<file path="config.mk">
export PLATFORM = sky130hd
export DESIGN_NAME = fetch_sequencer_flat
export DESIGN_NICKNAME = d
export VERILOG_FILES = /design/src/rtl/fetch_sequencer_if.sv /design/src/rtl/fetch_sequencer.sv /design/src/flat_wrapper.sv
export SDC_FILE = /design/constraint.sdc
export NUM_CORES = 1
export LEC_CHECK = 0
export ABC_AREA = 1
export ABC_CLOCK_PERIOD_IN_PS = 4200
export CAP_MARGIN = 20
export CORE_UTILIZATION = 50
export DETAILED_ROUTE_END_ITERATION = 10
export PLACE_DENSITY = 0.94
export SLEW_MARGIN = 20
export SYNTH_ARGS = -nofsm -noshare
export SYNTH_HDL_FRONTEND = slang
export SYNTH_SLANG_ARGS = --single-unit
</file>
<file path="constraint.sdc">
create_clock -name clk -period 4.2 [get_ports clk]
set_clock_uncertainty 0.1 [all_clocks]
set_input_delay 0.84 -clock clk [delete_from_list [all_inputs] [get_ports clk]]
set_output_delay 0.84 -clock clk [all_outputs]
set_load 0.02 [all_outputs]
</file>
<file path="src/rtl/fetch_sequencer_if.sv">
// fetch_sequencer_if
// Bundles everything the fetch sequencer exchanges with its neighbours: instruction
// ROM, branch LUT, control decoder and run control.
//   master : the fetch sequencer (drives pc/stage/opcode/instr/done/stack_err/counters)
//   slave  : ROM/decoder/run-control side (drives start/instr_in/target/jump/call/ret)
interface fetch_sequencer_if #(
  parameter int PC_W    = 10,
  parameter int INSTR_W = 9,
  parameter int OPW     = 5
);
  logic               start;
  logic [INSTR_W-1:0] instr_in;
  logic [PC_W-1:0]    target;
  logic               jump;
  logic               call;
  logic               ret;
  logic [PC_W-1:0]    pc;
  logic [1:0]         stage;
  logic [OPW-1:0]     opcode;
  logic [INSTR_W-1:0] instr;
  logic               done;
  logic               stack_err;
  logic [31:0]        cycle_cnt;
  logic [31:0]        instr_cnt;

  modport master (
    input  start, instr_in, target, jump, call, ret,
    output pc, stage, opcode, instr, done, stack_err, cycle_cnt, instr_cnt
  );

  modport slave (
    output start, instr_in, target, jump, call, ret,
    input  pc, stage, opcode, instr, done, stack_err, cycle_cnt, instr_cnt
  );
endinterface

</file>
<file path="src/rtl/fetch_sequencer.sv">
// fetch_sequencer
// Owns the PC, the 4-phase stage counter and the instruction register, and keeps a
// hardware return-address stack for call/ret. Provides start/done run control.
// Ports:
//   clk   : clock, all state updates on posedge
//   rst_n : synchronous active-low reset
//   bus   : fetch_sequencer_if.master (ROM, branch target, decoder flags, status)
// Optional feature: define PERF_COUNT_EN to build the cycle/instruction counters;
// without it cycle_cnt and instr_cnt read as 0.
//
// state  | meaning
// S_IDLE | after reset, waiting for start
// S_RUN  | executing, stage counter advancing
// S_HALT | run ended (PROG_END retired or stack error), waiting for start
module fetch_sequencer #(
  parameter int PC_W     = 10,
  parameter int INSTR_W  = 9,
  parameter int OPW      = 5,
  parameter int DEPTH    = 4,
  parameter int PROG_END = 1023
) (
  input  logic              clk,
  input  logic              rst_n,
  fetch_sequencer_if.master bus
);
  localparam int SPW  = $clog2(DEPTH + 1);
  localparam int IDXW = (DEPTH > 1) ? $clog2(DEPTH) : 1;

  typedef enum logic [1:0] {S_IDLE, S_RUN, S_HALT} state_t;

  state_t             state_q, state_d;
  logic [PC_W-1:0]    pc_q, pc_d;
  logic [1:0]         stage_q, stage_d;
  logic [INSTR_W-1:0] ir_q, ir_d;
  logic [SPW-1:0]     sp_q, sp_d;
  logic               done_q, done_d;
  logic               err_q, err_d;
  logic [PC_W-1:0]    stack_q [DEPTH];
  logic               push_en;
  logic [IDXW-1:0]    push_idx;
  logic [PC_W-1:0]    push_val;
`ifdef PERF_COUNT_EN
  logic [31:0]        cyc_q, cyc_d, icnt_q, icnt_d;
`endif

  always_comb begin
    state_d  = state_q;
    pc_d     = pc_q;
    stage_d  = stage_q;
    ir_d     = ir_q;
    sp_d     = sp_q;
    done_d   = done_q;
    err_d    = err_q;
    push_en  = 1'b0;
    push_idx = IDXW'(sp_q);
    push_val = pc_q + 1'b1;
`ifdef PERF_COUNT_EN
    cyc_d    = cyc_q;
    icnt_d   = icnt_q;
`endif
    case (state_q)
      S_RUN: begin
        stage_d = stage_q + 2'd1;
`ifdef PERF_COUNT_EN
        cyc_d = cyc_q + 32'd1;
`endif
        if (stage_q == 2'd0) ir_d = bus.instr_in;
        if (stage_q == 2'd3) begin
`ifdef PERF_COUNT_EN
          icnt_d = icnt_q + 32'd1;
`endif
          // Stack errors leave pc and stack untouched and end the run.
          if (bus.ret) begin
            if (sp_q == '0) begin
              state_d = S_HALT;
              done_d  = 1'b1;
              err_d   = 1'b1;
            end else begin
              pc_d = stack_q[IDXW'(sp_q - 1'b1)];
              sp_d = sp_q - 1'b1;
            end
          end else if (bus.call) begin
            if (sp_q == SPW'(DEPTH)) begin
              state_d = S_HALT;
              done_d  = 1'b1;
              err_d   = 1'b1;
            end else begin
              push_en = 1'b1;
              pc_d    = bus.target;
              sp_d    = sp_q + 1'b1;
            end
          end else if (bus.jump) begin
            pc_d = bus.target;
          end else if (pc_q == PC_W'(PROG_END)) begin
            state_d = S_HALT;
            done_d  = 1'b1;
          end else begin
            pc_d = pc_q + 1'b1;
          end
        end
      end
      default: begin
        stage_d = 2'd0;
        if (bus.start) begin
          state_d = S_RUN;
          pc_d    = '0;
          sp_d    = '0;
          done_d  = 1'b0;
          err_d   = 1'b0;
`ifdef PERF_COUNT_EN
          cyc_d   = '0;
          icnt_d  = '0;
`endif
        end
      end
    endcase
  end

  always_ff @(posedge clk) begin
    if (!rst_n) begin
      state_q <= S_IDLE;
      pc_q    <= '0;
      stage_q <= 2'd0;
      ir_q    <= '0;
      sp_q    <= '0;
      done_q  <= 1'b0;
      err_q   <= 1'b0;
`ifdef PERF_COUNT_EN
      cyc_q   <= '0;
      icnt_q  <= '0;
`endif
    end else begin
      state_q <= state_d;
      pc_q    <= pc_d;
      stage_q <= stage_d;
      ir_q    <= ir_d;
      sp_q    <= sp_d;
      done_q  <= done_d;
      err_q   <= err_d;
`ifdef PERF_COUNT_EN
      cyc_q   <= cyc_d;
      icnt_q  <= icnt_d;
`endif
    end
  end

  // Stack storage needs no reset; sp bounds which entries are live.
  always_ff @(posedge clk) begin
    if (rst_n && push_en) stack_q[push_idx] <= push_val;
  end

  // Stage 00 shows the ROM word directly so the decoder has it the cycle it latches.
  assign bus.instr     = (stage_q == 2'd0) ? bus.instr_in : ir_q;
  assign bus.opcode    = bus.instr[INSTR_W-1 -: OPW];
  assign bus.pc        = pc_q;
  assign bus.stage     = stage_q;
  assign bus.done      = done_q;
  assign bus.stack_err = err_q;
`ifdef PERF_COUNT_EN
  assign bus.cycle_cnt = cyc_q;
  assign bus.instr_cnt = icnt_q;
`else
  assign bus.cycle_cnt = 32'd0;
  assign bus.instr_cnt = 32'd0;
`endif
endmodule
</file>
<file path="src/flat_wrapper.sv">
// flat-port wrapper written by rule: the top's interface ports become plain ports
module fetch_sequencer_flat 
#(
  parameter int PC_W     = 10,
  parameter int INSTR_W  = 9,
  parameter int OPW      = 5,
  parameter int DEPTH    = 4,
  parameter int PROG_END = 1023
)
  (clk, rst_n, bus_start, bus_instr_in, bus_target, bus_jump, bus_call, bus_ret, bus_pc, bus_stage, bus_opcode, bus_instr, bus_done, bus_stack_err, bus_cycle_cnt, bus_instr_cnt);
  fetch_sequencer_if #(.PC_W(PC_W), .INSTR_W(INSTR_W), .OPW(OPW)) bus_i ();
  input  logic clk;
  input  logic rst_n;
  input wire logic [$bits(bus_i.start)-1:0] bus_start;
  input wire logic [$bits(bus_i.instr_in)-1:0] bus_instr_in;
  input wire logic [$bits(bus_i.target)-1:0] bus_target;
  input wire logic [$bits(bus_i.jump)-1:0] bus_jump;
  input wire logic [$bits(bus_i.call)-1:0] bus_call;
  input wire logic [$bits(bus_i.ret)-1:0] bus_ret;
  output wire logic [$bits(bus_i.pc)-1:0] bus_pc;
  output wire logic [$bits(bus_i.stage)-1:0] bus_stage;
  output wire logic [$bits(bus_i.opcode)-1:0] bus_opcode;
  output wire logic [$bits(bus_i.instr)-1:0] bus_instr;
  output wire logic [$bits(bus_i.done)-1:0] bus_done;
  output wire logic [$bits(bus_i.stack_err)-1:0] bus_stack_err;
  output wire logic [$bits(bus_i.cycle_cnt)-1:0] bus_cycle_cnt;
  output wire logic [$bits(bus_i.instr_cnt)-1:0] bus_instr_cnt;
  assign bus_i.start = bus_start;
  assign bus_i.instr_in = bus_instr_in;
  assign bus_i.target = bus_target;
  assign bus_i.jump = bus_jump;
  assign bus_i.call = bus_call;
  assign bus_i.ret = bus_ret;
  assign bus_pc = bus_i.pc;
  assign bus_stage = bus_i.stage;
  assign bus_opcode = bus_i.opcode;
  assign bus_instr = bus_i.instr;
  assign bus_done = bus_i.done;
  assign bus_stack_err = bus_i.stack_err;
  assign bus_cycle_cnt = bus_i.cycle_cnt;
  assign bus_instr_cnt = bus_i.instr_cnt;
  fetch_sequencer #(.PC_W(PC_W), .INSTR_W(INSTR_W), .OPW(OPW), .DEPTH(DEPTH), .PROG_END(PROG_END)) u_core (.clk(clk), .rst_n(rst_n), .bus(bus_i));
endmodule
</file>
==> reports/metrics.csv, run 1 <==
stage;metric;value;unit
clock_tree;cts_buffers;9;
synthesis;netlist_area;3921;sq um
timing;maxSlewViolCount;0;
setup_path;rr_worst_depth;7;
timing;fin_crit;3.227;ns
grt;grt_max_degree;28;
setup_path;regToRegEndpoint;u_core.stack_q[0][5];
worst_hold_path;hold_path.class;register to register;
cells_and_area;final_area;4527;sq um
floorplanning;die_w;90.56;um
timing;timing.hold.ws;0.3530;ns
placed_design;hpwl;6179;um
floorplanning;ios;117;
timing;fmax;309.9;MHz
clock_tree;path_clk_slew;0.08;ns
routing;drc;0;
grt;gr-total-overflow;0;
cells_and_area;final_nets;574;
synthesis;syn_inst;491;
setup_path;startpoint;u_core.bus.stage[0];
synthesis;synth_seq_cells;67;
grt;grt_pass1_vias;3016;
job;maxCapViolCount;0;
clock_tree;postCtsHoldBufs;0;
timing;setup_tns;0;ns
cells_and_area;syn2layout_area_growth;15.44;%
synthesis;synth_cell_types;33;
timing;setup_viol;0;
floorplanning;coreArea;7408;sq um
clock_tree;postCtsSetupRepairBufs;0;
placed_design;gp_congestion;0.9248;
cells_and_area;antennaDiodeCount;0;
cells_and_area;fillerInstances;559;
setup_path;worst_ep_arrival_time;2.29;ns
placed_design;io_buffer_count;52;
floorplanning;initial_core_util;0.5293;
outcome;status;finished clean;
setup_path;start_kind;register;
clock_tree;cts_buffer_depth;2;
setup_path;cp-endpoint;bus_instr[5];
power_and_ir_drop;ir_drop;0.2624;mV
timing;slew_headroom;0.5865;
timing;rsz0062_at_grt;false;
setup_path;worstSetupPathType;register to primary output;
clock_tree;cts_resized;0;
clock_tree;clockRootBuffer;clkbuf_8;
floorplanning;num_rows;31;
routing;vias_per_cell;5.149;
clock_tree;h-tree-depth;3;
setup_path;r2r_slack;1.85;ns
cells_and_area;drive_above_1_share;0.07326;
setup_path;critPathCaptureType;primary output;
setup_path;required;3.26;ns
setup_path;cp_max_fo;18;
routing;finalWirelength;9055;um
routing;drt-initial-drc-count;300;
grt;antenna_found_initial;0;
routing;via_count;3321;
setup_path;r2r_start;u_core.state_q[0];
routing;firstDrtPassIters;5;
grt;track_usage;0.2214;
worst_hold_path;hp-start;u_core.bus.stack_err;
timing;finalHoldViolCount;0;
timing;tightest_slew;0.6196;ns
power_and_ir_drop;power_density;391.1;nW/um^2
clock_tree;cts_tree;built;
timing;fin_crit_sh;0.7682;
grt;grt_pass1_wl;14210;um
routing;final_antenna_net_count;0;
routing;wl_per_cell;14.04;um
floorplanning;die_h;90.56;um
cells_and_area;fin_util;0.6110;
floorplanning;dieArea;8201;sq um
clock_tree;clk_latency;0.35;ns
placed_design;post_dp_cell_area;4278;sq um
synthesis;synth_warnings;0;
power_and_ir_drop;leakagePower;1.958;nW
synthesis;yosysSeqAreaShare;0.4442;
clock_tree;cts_sinks;67;
synthesis;syn_avg_cell_area;7.986;sq um
==> how the worst min path moves through the flow <==
stage	cells after the start	to
floorplan	2	u_core.ir_q[0]
global placement	2	u_core.ir_q[0]
detailed placement	2	u_core.bus.stack_err
CTS	2	u_core.bus.stack_err
global route	2	u_core.bus.stack_err
finish	2	u_core.bus.stack_err
==> flip-flops by register name, summed over array words and instances (netlist names) <==
| register | flops |
|---|---|
| u_core.bus.stack_err | 1 |
| u_core.sp_q | 3 |
| u_core.stack_q | 40 |
| u_core.state_q | 2 |
| u_core.bus.pc | 10 |
| u_core.bus.stage | 2 |
| u_core.ir_q | 9 |
==> critical path, cell delays in order, from the launching register on <==
cell and delay, ns:
dfxtp_1 0.39, inv_1 0.07, ha_1 0.39, o21ai_0 0.41
clkdlybuf4s50_1 0.68
==> cell families (layout without fill, tap and decap cells) <==
family / Yosys count / after routing / synth area share
AND/OR/NAND/NOR: 248 / 248 / 0.2782
buffers and inverters: 127 / 119 / 0.1902
flip-flops: 67 / 67 / 0.4442
AO/OA/AOI/OAI: 37 / 37 / 0.05424
adder cells (fa/ha/maj): 8 / 8 / 0.02553
XOR/XNOR: 3 / 3 / 0.006702
other: 1 / 64 / 0.0009563
==> Yosys cell counts <==
| master | instances | area, sq um |
|---|---|---|
| o211ai_1 | 2 | 15.01 |
| conb_1 | 1 | 3.750 |
| nor3_4 | 1 | 16.27 |
| inv_2 | 3 | 11.26 |
| nand2_1 | 129 | 484.2 |
| nor2_2 | 2 | 12.51 |
| nand2_2 | 2 | 12.51 |
| o21ai_1 | 2 | 10.01 |
| buf_2 | 2 | 10.01 |
| nor3b_1 | 1 | 7.510 |
| clkbuf_1 | 9 | 33.78 |
| nand2_4 | 3 | 33.78 |
| ha_1 | 8 | 100.1 |
| a21oi_1 | 9 | 45.04 |
| o21ai_0 | 15 | 75.07 |
| nor3_1 | 1 | 5.000 |
| nand4_4 | 1 | 21.27 |
| buf_4 | 69 | 518.0 |
| xor2_1 | 2 | 17.52 |
| nand3_1 | 45 | 225.2 |
| nand4_1 | 2 | 12.51 |
| nor3_2 | 2 | 20.02 |
| dfxtp_1 | 27 | 540.5 |
| edfxtp_1 | 40 | 1201 |
| xnor2_1 | 1 | 8.760 |
| a211oi_1 | 9 | 67.56 |
| buf_6 | 1 | 11.26 |
| clkinv_1 | 2 | 7.510 |
| nor2_1 | 57 | 214.0 |
| inv_1 | 38 | 142.6 |
| nor2_8 | 1 | 20.02 |
| buf_1 | 3 | 11.26 |
| or2_2 | 1 | 6.260 |
==> through the flow <==
stage / worst slack (ns) / power [mW] / instances
3_3_place_gp: 1.119 / 1.087 / 629
2_1_floorplan: 1.524 / 1.039 / 554
6_report: 0.9735 / 1.770 / 645
4_1_cts: 0.9866 / 1.765 / 645
5_1_grt: 0.8322 / 1.831 / 645
3_5_place_dp: 1.047 / 1.101 / 629
==> power by group <==
group / leakage, nW / internal, mW / switching, mW
clock: 0.124 / 0.399 / 0.272
combinational: 1.26 / 0.118 / 0.244
sequential: 0.578 / 0.720 / 0.0174
==> layout make-up <==
cell class	count	area, sq um	area share
Multi-Input combinational cell	360	1670	0.3690
Clock inverter	7	125.1	0.02764
Inverter	43	161.4	0.03566
Clock buffer	9	123.9	0.02736
Tap cell	99	123.9	0.02736
Sequential cell	67	1742	0.3847
Timing Repair Buffer	60	580.6	0.1282
==> placed cells by master (no fill, tap or decap), types with 3 or more instances in the layout <==
| cell type | instances |
|---|---|
| nand2_1 | 129 |
| conb_1 | 64 |
| nor2_1 | 57 |
| clkdlybuf4s50_1 | 52 |
| nand3_1 | 45 |
| edfxtp_1 | 40 |
| inv_1 | 38 |
| dfxtp_1 | 27 |
| o21ai_0 | 15 |
| a21oi_1 | 9 |
| a211oi_1 | 9 |
| clkbuf_8 | 9 |
| ha_1 | 8 |
| buf_4 | 8 |
| inv_2 | 3 |
| nand2_4 | 3 |
| bufinv_16 | 3 |
| clkinv_4 | 3 |
==> routing by layer <==
metal / vias to the layer above / wire [um] / global-route usage
li1: 1545 / - / -
met1: 1506 / 3501 / 0.2579
met2: 244 / 4467 / 0.3902
met3: 26 / 888 / 0.04461
met4: 0 / 197 / 0.09946
met5: - / 0 / 0
No activity file was read; power rests on OpenSTA's default activity.
==> inputs of run 2 (changes only) <==
--- a/config.mk
+++ b/config.mk
@@ -6,11 +6,11 @@
 export NUM_CORES = 1
 export LEC_CHECK = 0
 export ABC_AREA = 1
-export ABC_CLOCK_PERIOD_IN_PS = 4200
+export ABC_CLOCK_PERIOD_IN_PS = 2700
 export CAP_MARGIN = 20
-export CORE_UTILIZATION = 50
+export CORE_UTILIZATION = 43
 export DETAILED_ROUTE_END_ITERATION = 10
-export PLACE_DENSITY = 0.94
+export PLACE_DENSITY = 0.87
 export SLEW_MARGIN = 20
 export SYNTH_ARGS = -nofsm -noshare
 export SYNTH_HDL_FRONTEND = slang
==> constraint.sdc (replaced) <==
create_clock -name clk -period 2.7 [get_ports clk]
set_clock_uncertainty 0.1 [all_clocks]
set_input_delay 0.54 -clock clk [delete_from_list [all_inputs] [get_ports clk]]
set_output_delay 0.54 -clock clk [all_outputs]
set_load 0.02 [all_outputs]
==> reports/metrics.csv, run 2 (same netlist as run 1, synthesis figures left out) <==
stage;metric;value;unit;change
clock_tree;cts_buffer_depth;2;;unchanged
clock_tree;postCtsSetupRepairBufs;0;;unchanged
worst_hold_path;hold_path.class;register to register;;
outcome;status;finished clean;;
clock_tree;h-tree-depth;3;;unchanged
grt;grt_pass1_vias;2962;;-1.8%
timing;rsz0062_at_grt;false;;
setup_path;cp_max_fo;18;;unchanged
floorplanning;die_h;97.50;um;+7.7%
clock_tree;path_clk_slew;0.08;ns;about the same
setup_path;worst_ep_arrival_time;1.94;ns;-0.35 ns
clock_tree;clk_latency;0.35;ns;about the same
cells_and_area;largest-register;u_core.stack_q;;
cells_and_area;stdcell_count;658;;+2.0%
grt;gr-total-overflow;0;;unchanged
floorplanning;die_w;97.50;um;+7.7%
power_and_ir_drop;power_density;569.0;nW/um^2;+45%
timing;fmax;387.8;MHz;
cells_and_area;final_nets;578;;+0.70%
routing;via_count;3251;;-2.1%
clock_tree;cts_sinks;67;;unchanged
setup_path;worstSetupPathType;register to primary output;;
routing;drc;0;;unchanged
routing;wl_per_cell;12.84;um;-8.6%
floorplanning;initial_core_util;0.4475;;-0.08184
placed_design;dpl.cell_count;642;;+2.1%
grt;track_usage;0.1788;;-0.04257
timing;finalHoldViolCount;0;;unchanged
cells_and_area;fillerInstances;745;;+33%
setup_path;critPathCaptureType;primary output;;
cells_and_area;layout_commonest_cell;nand2_1;;
power_and_ir_drop;leakagePower;1.964;nW;+0.28%
timing;maxSlewViolCount;0;;unchanged
job;maxCapViolCount;0;;unchanged
cells_and_area;drive_above_1_share;0.08182;;+0.008558
clock_tree;clockRootBuffer;clkbuf_8;;
clock_tree;cts_buffers;9;;unchanged
routing;final_antenna_net_count;0;;unchanged
clock_tree;postCtsHoldBufs;0;;unchanged
placed_design;io_buffer_count;52;;unchanged
grt;grt_pass1_wl;13590;um;-4.4%
power_and_ir_drop;ir_drop;0.3691;mV;+41%
setup_path;start_kind;register;;
floorplanning;dieArea;9505;sq um;+16%
cells_and_area;largest_reg_flops;40;;unchanged
timing;fin_crit_sh;0.9550;;
routing;drt-initial-drc-count;222;;-26%
placed_design;gp_congestion;0.9093;;-1.7%
grt;grt_max_degree;28;;unchanged
floorplanning;num_rows;34;;+9.7%
cells_and_area;antennaDiodeCount;0;;unchanged
timing;setup_viol;0;;unchanged
timing;fin_crit;2.579;ns;
routing;vias_per_cell;4.941;;-4.0%
routing;firstDrtPassIters;6;;+1
cells_and_area;final_cell_mix;129 x nand2_1, 64 x conb_1, 57 x nor2_1, 51 x clkdlybuf4s50_1, 45 x nand3_1;;
floorplanning;coreArea;8763;sq um;+18%
setup_path;required;2.06;ns;-1.20 ns
routing;finalWirelength;8447;um;-6.7%
floorplanning;ios;117;;unchanged
grt;antenna_found_initial;0;;unchanged
placed_design;hpwl;5997;um;-2.9%
cells_and_area;syn2layout_area_growth;15.79;%;
timing;setup_tns;0;ns;unchanged
clock_tree;cts_tree;built;;
-- run 2: changes by cell type in the layout (fill, tap and decap cells not counted), sizes merged --
cell	delta
buf	+4
clkinvlp	+2
dlymetal6s2s	+1
inv	+3
clkinv	-3
clkdlybuf4s50	-1
bufinv	-2
-- run 2: critical path, stage by stage (launching register included) --
cell and delay [ns]:
dfxtp_1 0.38, inv_1 0.09, ha_4 0.22, o21ai_0 0.25, clkdlybuf4s50_1 0.65
-- run 2: final cells by class --
type / instances / area [sq um] / area share
sequential: 67 / 1742 / 0.3836
multi-input combinational: 360 / 1683 / 0.3706
timing repair buffer: 64 / 613.1 / 0.1350
inverter: 43 / 161.4 / 0.03555
tap: 108 / 135.1 / 0.02976
clock buffer: 9 / 123.9 / 0.02728
clock inverter: 7 / 82.58 / 0.01819
-- run 2: final timing paths --
check,start,to,slack (ns),cells past startpoint
setup / recovery,u_core.bus.stage[0],bus_instr[0],0.12,4
hold / removal,u_core.bus.stack_err,u_core.bus.stack_err,0.35,2
setup reg to reg,u_core.sp_q[1],u_core.bus.pc[2],0.58,9
hold reg to reg,u_core.bus.stack_err,u_core.bus.stack_err,0.35,2
-- run 2: what timing repair did --
item                       in CTS  in global routing
gates cloned                    0                  0
setup endpoints to repair      14                 14
resized for setup               5                  2
-- run 2: report_power, final --
part | switching, mW | total, mW | internal, mW
logic | 0.369 | 0.558 | 0.190
registers | 0.0278 | 1.15 | 1.12
clock network | 0.436 | 0.878 | 0.442
-- run 2: metal layers --
layer  track usage  wire length, um  vias to the layer above  part of all wire
li1              -                -                     1552                 -
met1        0.2126             3391                     1490              0.40
met2        0.3029             4170                      190              0.49
met3       0.04029              707                       19             0.084
met4       0.08937              178                        0             0.021
met5             0                0                        -                 0
-- run 2: metrics by stage --
stage / total power, mW / cell area [sq um] / setup WS, ns / util / hold slack, ns
2_1_floorplan: 1.616 / 4158 / 0.3236 / - / 0.3308
3_3_place_gp: 1.697 / 4319 / 0.2155 / 0.4929 / 0.3417
3_5_place_dp: 1.715 / 4319 / 0.1642 / 0.4929 / 0.3452
4_1_cts: 2.580 / 4528 / 0.02683 / 0.5167 / 0.3580
5_1_grt: 2.682 / 4541 / 0.002921 / 0.5181 / 0.3775
6_report: 2.584 / 4541 / 0.1215 / 0.5181 / 0.3526
==> inputs of run 3 (changes only) <==
--- a/config.mk
+++ b/config.mk
@@ -11,6 +11,7 @@
 export CORE_UTILIZATION = 43
 export DETAILED_ROUTE_END_ITERATION = 10
 export PLACE_DENSITY = 0.87
+export RECOVER_POWER = 25
 export SLEW_MARGIN = 20
 export SYNTH_ARGS = -nofsm -noshare
 export SYNTH_HDL_FRONTEND = slang
==> reports/metrics.csv, run 3 (same netlist as run 1, synthesis figures left out) <==
stage;metric;value;unit;change
outcome;status;finished clean;;
setup_path;critPathCaptureType;primary output;;
setup_path;cp_max_fo;18;;unchanged
routing;met2_length;4173;um;about the same
routing;vias_per_cell;4.929;;-0.25%
timing;fin_crit_sh;0.9544;;about the same
clock_tree;cts_buffers;9;;unchanged
placed_design;gp_congestion;0.9093;;unchanged
cells_and_area;stdcell_count;658;;unchanged
placed_design;io_buffer_count;52;;unchanged
floorplanning;die_w;97.50;um;unchanged
cells_and_area;final_area;4534;sq um;-0.14%
clock_tree;postCtsSetupRepairBufs;0;;unchanged
clock_tree;cts_tree;built;;
power_and_ir_drop;ir_drop;0.3617;mV;-2.0%
setup_path;crit_path_max_incr_delay;0.65;ns;about the same
setup_path;worstSetupPathType;register to primary output;;
timing;setup_viol;0;;unchanged
clock_tree;clk_latency;0.34;ns;about the same
cells_and_area;syn2layout_area_growth;15.63;%;
placed_design;post_dp_cell_area;4319;sq um;unchanged
setup_path;cpMaxStageDelayCell;clkdlybuf4s50_1;;
power_and_ir_drop;total_power;2.580;mW;-0.14%
cells_and_area;layout_commonest_cell;nand2_1;;
cells_and_area;final_nets;578;;unchanged
routing;firstDrtPassIters;8;;+2
floorplanning;dieArea;9505;sq um;unchanged
routing;final_antenna_net_count;0;;unchanged
timing;fmax;388.1;MHz;about the same
routing;via_count;3243;;-0.25%
setup_path;crit_family;buffers and inverters;;
grt;grt_pass1_vias;2962;;unchanged
grt;grt_max_degree;28;;unchanged
floorplanning;die_h;97.50;um;unchanged
routing;drc;0;;unchanged
job;maxCapViolCount;0;;unchanged
setup_path;worst_ep_arrival_time;1.94;ns;about the same
setup_path;required;2.06;ns;about the same
timing;setup_tns;0;ns;unchanged
cells_and_area;largest-register;u_core.stack_q;;
power_and_ir_drop;leakagePower;1.960;nW;-0.16%
routing;top_layer_used;met4;;
cells_and_area;antennaDiodeCount;0;;unchanged
routing;finalWirelength;8445;um;about the same
cells_and_area;largest_reg_flops;40;;unchanged
placed_design;hpwl;5997;um;unchanged
grt;track_usage;0.1788;;unchanged
clock_tree;h-tree-depth;3;;unchanged
power_and_ir_drop;power_density;569.0;nW/um^2;about the same
routing;drt-initial-drc-count;217;;-2.3%
timing;tightest_slew;0.6556;ns;
grt;gr-total-overflow;0;;unchanged
cells_and_area;multiInputGateArea;1680;sq um;-0.15%
routing;wl_met1;3372;um;-0.56%
clock_tree;cts_resized;5;;unchanged
timing;fin_crit;2.577;ns;-0.001704 ns
routing;wl_per_cell;12.83;um;about the same
clock_tree;clockRootBuffer;clkbuf_8;;
cells_and_area;regArea;1742;sq um;unchanged
routing;dr_wl_met3;741;um;+4.8%
clock_tree;cts_buffer_depth;2;;unchanged
cells_and_area;fillerInstances;748;;+0.40%
cells_and_area;drive_above_1_share;0.07818;;-0.003636
cells_and_area;fin_util;0.5174;;-0.0007130
timing;slew_headroom;0.5629;;
setup_path;crit_chain;inv_1 -> ha_4 -> o21ai_0 -> clkdlybuf4s50_1;;
setup_path;start_kind;register;;
clock_tree;path_clk_slew;0.08;ns;about the same
timing;rsz0062_at_grt;false;;
cells_and_area;final_cell_mix;129 x nand2_1, 64 x conb_1, 58 x nor2_1, 50 x clkdlybuf4s50_1, 45 x nand3_1;;
floorplanning;initial_core_util;0.4475;;unchanged
timing;maxSlewViolCount;0;;unchanged
timing;finalHoldViolCount;0;;unchanged
placed_design;dpl.cell_count;642;;unchanged
floorplanning;num_rows;34;;unchanged
grt;grt_pass1_wl;13590;um;unchanged
grt;antenna_found_initial;0;;unchanged
clock_tree;postCtsHoldBufs;0;;unchanged
floorplanning;coreArea;8763;sq um;unchanged
floorplanning;ios;117;;unchanged
clock_tree;cts_sinks;67;;unchanged
setup_path;worst-path-buf-inv;2;;unchanged
worst_hold_path;hold_path.class;register to register;;
-- run 3: cell count changes in the layout (fill, tap and decap cells not counted) --
cell             before  now
dlygate4sd3_1         0    1
clkdlybuf4s50_1      51   50
nor2_2                2    1
nor2_1               57   58
buf_4                12   11
clkbuf_1              0    1
-- run 3: cell type report --
cell class / count / share of cell area
flip-flops and latches: 67 / 0.3841
multi-input cells: 360 / 0.3706
repair buffers: 64 / 0.1344
inverters: 43 / 0.03560
well taps: 108 / 0.02980
clock buffers: 9 / 0.02732
clock inverters: 7 / 0.01821
-- run 3: worst paths after layout --
path         cells after the start  slack, ns                    to            startpoint
max                              4       0.12          bus_instr[0]   u_core.bus.stage[0]
min                              2       0.35  u_core.bus.stack_err  u_core.bus.stack_err
max reg2reg                      9       0.56      u_core.bus.pc[2]        u_core.sp_q[1]
min reg2reg                      2       0.35  u_core.bus.stack_err  u_core.bus.stack_err
-- run 3: worst min-delay path: stages, from the launching register on --
cell and delay [ns]:
dfxtp_1 0.31, inv_1 0.05, a21oi_1 0.05
-- run 3: report_power, final --
part,switching (mW),internal [mW],leakage [nW]
registers,0.0277,1.12,0.578
logic,0.370,0.188,1.28
clock network,0.432,0.442,0.0988
total,0.830,1.75,1.96
-- run 3: metrics by stage --
stage          setup WS, ns  hold slack (ns)
3_3_place_gp         0.2155           0.3417
4_1_cts             0.02683           0.3580
2_1_floorplan        0.3236           0.3308
5_1_grt            0.002921           0.3775
3_5_place_dp         0.1642           0.3452
6_report             0.1232           0.3525
-- run 3: layer usage --
metal  vias up  GRT usage
met2       195     0.3029
met5         -          0
met4         0    0.08937
met1      1479     0.2126
li1       1552          -
met3        17    0.04029
